File: src/rtl/wm_plant_responder.sv
// rtl/wm_plant_responder.sv - washer plant model answering controller actuator commands with tub sensors
//
// Purpose: sensor/plant side of the washer control loop. Tracks tub water
// level and a phase FSM (IDLE, FILL, DOSE, WASH, DRAIN, SPIN) and returns
// level sensors plus one-cycle timer pulses to the controller.
//
// Ports:
//   clk          in   rising-edge clock
//   reset        in   synchronous active-high reset
//   door_lock    in   door locked command; low forces IDLE
//   fill_on      in   inlet valve command
//   motor_on     in   drum motor command (advances wash timer)
//   drain_on     in   drain pump / spin command (advances spin timer)
//   fill         out  tub full (level == LEVEL_MAX)
//   detergent    out  one-cycle pulse, dose dispensed
//   timeout      out  one-cycle pulse, wash time elapsed
//   drained      out  tub empty while phase is DRAIN
//   spin_timeout out  one-cycle pulse, spin time elapsed
//   level        out  current water level
//   fault        out  sticky misuse flag
//
// Build option: define WM_PLANT_FAULT_EN to include the command misuse
// checker driving fault; otherwise fault is tied low.

module wm_plant_responder #(
    parameter int LEVEL_W     = 4,
    parameter int LEVEL_MAX   = 15,
    parameter int DOSE_CYCLES = 3,
    parameter int WASH_CYCLES = 20,
    parameter int SPIN_CYCLES = 10,
    parameter int CNT_W       = 8
) (
    input  logic               clk,
    input  logic               reset,
    input  logic               door_lock,
    input  logic               fill_on,
    input  logic               motor_on,
    input  logic               drain_on,
    output logic               fill,
    output logic               detergent,
    output logic               timeout,
    output logic               drained,
    output logic               spin_timeout,
    output logic [LEVEL_W-1:0] level,
    output logic               fault
);

    typedef enum logic [2:0] {
        PH_IDLE,
        PH_FILL,
        PH_DOSE,
        PH_WASH,
        PH_DRAIN,
        PH_SPIN
    } phase_t;

    localparam logic [LEVEL_W-1:0] LVL_MAX   = LEVEL_W'(LEVEL_MAX);
    localparam logic [CNT_W-1:0]   DOSE_LAST = CNT_W'(DOSE_CYCLES - 1);
    localparam logic [CNT_W-1:0]   WASH_LAST = CNT_W'(WASH_CYCLES - 1);
    localparam logic [CNT_W-1:0]   SPIN_LAST = CNT_W'(SPIN_CYCLES - 1);

    phase_t             phase;
    logic [CNT_W-1:0]   timer;
    logic               dosed;
    logic [LEVEL_W-1:0] level_inc;

    // Saturating increment; IDLE can be re-entered with a full tub after a door opening.
    assign level_inc = (level == LVL_MAX) ? level : level + LEVEL_W'(1);

    assign fill    = (level == LVL_MAX);
    assign drained = (phase == PH_DRAIN) && (level == '0);

    always_ff @(posedge clk) begin
        if (reset) begin
            phase        <= PH_IDLE;
            timer        <= '0;
            dosed        <= 1'b0;
            level        <= '0;
            detergent    <= 1'b0;
            timeout      <= 1'b0;
            spin_timeout <= 1'b0;
        end else begin
            detergent    <= 1'b0;
            timeout      <= 1'b0;
            spin_timeout <= 1'b0;
            if (!door_lock) begin
                // Open door aborts the cycle; water and dose history survive.
                phase <= PH_IDLE;
                timer <= '0;
            end else begin
                case (phase)
                    PH_IDLE: begin
                        if (fill_on) begin
                            phase <= PH_FILL;
                            timer <= '0;
                            level <= level_inc;
                        end
                    end
                    PH_FILL: begin
                        if (fill_on) begin
                            level <= level_inc;
                        end else if (level == LVL_MAX) begin
                            phase <= dosed ? PH_WASH : PH_DOSE;
                            timer <= '0;
                        end
                    end
                    PH_DOSE: begin
                        if (timer == DOSE_LAST) begin
                            detergent <= 1'b1;
                            dosed     <= 1'b1;
                            phase     <= PH_WASH;
                            timer     <= '0;
                        end else begin
                            timer <= timer + CNT_W'(1);
                        end
                    end
                    PH_WASH: begin
                        if (motor_on) begin
                            if (timer == WASH_LAST) begin
                                timeout <= 1'b1;
                                phase   <= PH_DRAIN;
                                timer   <= '0;
                            end else begin
                                timer <= timer + CNT_W'(1);
                            end
                        end
                    end
                    PH_DRAIN: begin
                        // Gravity drain runs first; commands only matter once empty.
                        if (level != '0) begin
                            level <= level - LEVEL_W'(1);
                        end else if (fill_on) begin
                            phase <= PH_FILL;
                            timer <= '0;
                            level <= level_inc;
                        end else if (drain_on) begin
                            phase <= PH_SPIN;
                            timer <= '0;
                        end
                    end
                    PH_SPIN: begin
                        if (drain_on) begin
                            if (timer == SPIN_LAST) begin
                                spin_timeout <= 1'b1;
                                dosed        <= 1'b0;
                                phase        <= PH_IDLE;
                                timer        <= '0;
                            end else begin
                                timer <= timer + CNT_W'(1);
                            end
                        end
                    end
                    default: begin
                        phase <= PH_IDLE;
                        timer <= '0;
                    end
                endcase
            end
        end
    end

`ifdef WM_PLANT_FAULT_EN
    logic fault_hit;

    assign fault_hit = (fill_on && drain_on)
                     || (!door_lock && (level != '0))
                     || (motor_on && (level != LVL_MAX))
                     || (fill_on && (level == LVL_MAX));

    always_ff @(posedge clk) begin
        if (reset) begin
            fault <= 1'b0;
        end else if (fault_hit) begin
            fault <= 1'b1;
        end
    end
`else
    assign fault = 1'b0;
`endif

endmodule

File: config.mk
export PLATFORM = sky130hd
export DESIGN_NAME = wm_plant_responder
export DESIGN_NICKNAME = d
export VERILOG_FILES = /design/src/rtl/wm_plant_responder.sv
export SDC_FILE = /design/constraint.sdc
export NUM_CORES = 1
export LEC_CHECK = 0
export CAP_MARGIN = 10
export CORE_MARGIN = 1.5
export CORE_UTILIZATION = 59
export DETAILED_ROUTE_END_ITERATION = 8
export PLACE_DENSITY = 0.86
export SLEW_MARGIN = 25
export SYNTH_ARGS = -nofsm -noshare
export SYNTH_HDL_FRONTEND = slang
export SYNTH_SLANG_ARGS = --single-unit
File: constraint.sdc
create_clock -name clk -period 3.83 [get_ports clk]
set_input_delay 0.5745 -clock clk [delete_from_list [all_inputs] [get_ports clk]]
set_output_delay 0.5745 -clock clk [all_outputs]
set_load 0.05 [all_outputs]
==> run metrics <==
outcome completed; Max-cap violations 0; sequential share of the synthesized area 0.2912; placed cell count ~190; Worst-path clk slew ~0.10 ns; post-route ant nets 0; EDFF count, synth 0; post-CTS sizing 0; setup violators final 0; Synth Instances between 150 and 200; post-synth top area share 0.2912; Synth Register Bits 19; final non-filler cell total between 150 and 200; global-route wire length before repair slightly below 5000 microns; H-tree depth 1; Die X around 50 microns; DRT iter0 DRCs 40; filler cell count between 150 and 200; largest net degree at the start of global routing 17; Antenna diodes 0; synth warn 0; Unique masters post-synth 44; DP Area approximately 0.0014 sq mm; cells along the critical path inv_1 > ha_1 > or3b_1 > nor2_1 > clkdlybuf4s50_1; slowest CP cell clkdlybuf4s50_1; CTS tree done; ranking of synthesized cells by area dfxtp_1 29%, nand3_1 5.4%, ha_1 4.8%; CP bufs+invs 2; Post-Layout Inst Area roughly 0.0015 sq mm; count of hold-fix buffers inserted at cts 0; Worst IR Drop VDD between 0.00015 and 0.0002 V; post-synth net total 168; final period utilization 0.7400; Fin. Hold Viols 0; Via density around 6.3; IO Count 16; final wirelength between 2000 and 3000 microns; die area 0.002506 sq mm; slew margin rel. 0.4254; Commonest cells post-synth 19 x dfxtp_1, 14 x nand3_1, 11 x a21oi_1; kind of critical path reg2out; Crit path largest cell delay 0.80 ns; crit-path max FO 6; Post-layout nets between 150 and 200; Power Density between 200 and 300 mW/mm^2; Setup TNS Final 0 ns; kind of cell adding the most delay to the critical path buffers and inverters; DP Wirelength 2089 microns; FMAX between 0.3 and 0.4 GHz; DRC 0; most used flip-flop cell after synthesis dfxtp_1; critical path capture point type output port; Max clock buf depth 2; cell taking the most area after synthesis dfxtp_1; GP Congestion 0.8557; Hold Path Class reg2reg; CORE AREA slightly above 0.002 sq mm; WHS just over 0.5 ns; required time of the critical path around 3.3 ns; Clk Latency, worst-skew pair roughly 0.30 ns; GRT Util Overall 0.2502; Mapped Area approximately 0.0013 sq mm; drt pass-1 iters 5; Leak ~0.52 nW; synthesized area per cell 8.320 sq um; Port Buffer Count 14; # Post-CTS Setup Buffers 0; Core Util, Final 0.7265; clk root buf clkbuf_4; vias in the first global route approximately 1.2k; share of layout cells above drive strength 1 0.08929; Setup Skew 0.006059 ns; Synth async-reset ratio 0; Starting Density 0.6460; CP arrival 2.26 ns; GRT Residual Overflow 0; initial antenna violation count 0; DR vias approximately 1.2k; count leader, synth dfxtp_1; CP startpoint kind flop; Slew @ Worst Pin 0.8540 ns; Num Clock Sinks 19; floorplan row count 16; unrepaired setup endpoints after global routing false; Wirelength per Cell ~15 microns; Num CTS Buffers 3; area growth from synthesis to layout 12.45%; Slew Viols, Final 0; Tmin final 2.834 ns; die height approximately 50 microns
## metrics by stage
step / worst slack, ns / power [mW]
detailed placement: 1.336 / 0.2834
finish: 0.9959 / 0.3820
floorplan: 1.409 / 0.2647
CTS: 0.9879 / 0.3837
global route: 0.8711 / 0.3980
global placement: 1.380 / 0.2809
## flip-flops by register name, indices dropped and copies added (netlist names)
| signal | cells |
|---|---|
| level | 4 |
| timeout | 1 |
| phase | 3 |
| timer | 8 |
| spin_timeout | 1 |
| detergent | 1 |
| dosed | 1 |
## final cells by class
| class | instances | area (sq um) | share of cell area |
|---|---|---|---|
| Timing Repair Buffer | 14 | 140.1 | 0.09540 |
| Multi-Input combinational cell | 124 | 862.1 | 0.5869 |
| Clock buffer | 4 | 26.28 | 0.01789 |
| Sequential cell | 19 | 380.4 | 0.2589 |
| Tap cell | 27 | 33.78 | 0.02300 |
| Inverter | 7 | 26.28 | 0.01789 |
## layout by cell type, fill, tap and decap left out, types with 4 or more instances in the layout
cell,n
a21oi_1,11
and3b_1,4
clkdlybuf4s50_1,14
dfxtp_1,19
ha_1,5
inv_1,7
nand2_1,10
nand2b_1,4
nand3_1,14
nand3b_1,4
nand4_1,4
nor2_1,10
nor3_1,7
o21ai_0,4
o31ai_1,4
## path summary, 6_finish.rpt
kind | startpoint | end | slack [ns] | cells past startpoint
worst max-delay path | level[0] | drained | 1.0 | 5
worst min-delay path | dosed | dosed | 0.52 | 2
worst max register to register | level[0] | timer[3] | 1.74 | 7
worst min register to register | dosed | dosed | 0.52 | 2
## worst reg2reg max path, cell delays in order (launching register included)
cell and delay (ns):
dfxtp_1 0.38, inv_1 0.08, ha_1 0.19, or3b_1 0.40, nand2_2 0.18, nand3_1 0.31, a32oi_1 0.33, o41ai_2 0.10
## layer usage
metal | vias to the layer above | track usage | wire length (microns)
met5 | - | 0 | 0
met4 | 0 | 0.08333 | 27
met3 | 2 | 0.04242 | 110
met2 | 38 | 0.4408 | 1407
met1 | 589 | 0.3028 | 1325
li1 | 605 | - | -
## report_power, final
group	total (mW)	switching (mW)	internal (mW)
sequential	0.210	0.00910	0.201
clock	0.102	0.0614	0.0407
combinational	0.0696	0.0441	0.0256
total	0.382	0.115	0.267
## cells by family after synthesis
logic type	Yosys count	share of synthesized area
muxes	3	0.02395
and+or+nand+nor	78	0.3563
other	1	0.002871
AOI/OAI and AO/OA	33	0.2021
DFF	19	0.2912
buffers and inverters	14	0.04885
adders and majority gates	5	0.04789
xor gates and xnor gates	4	0.02682
No activity file was read; power rests on OpenSTA's default activity.
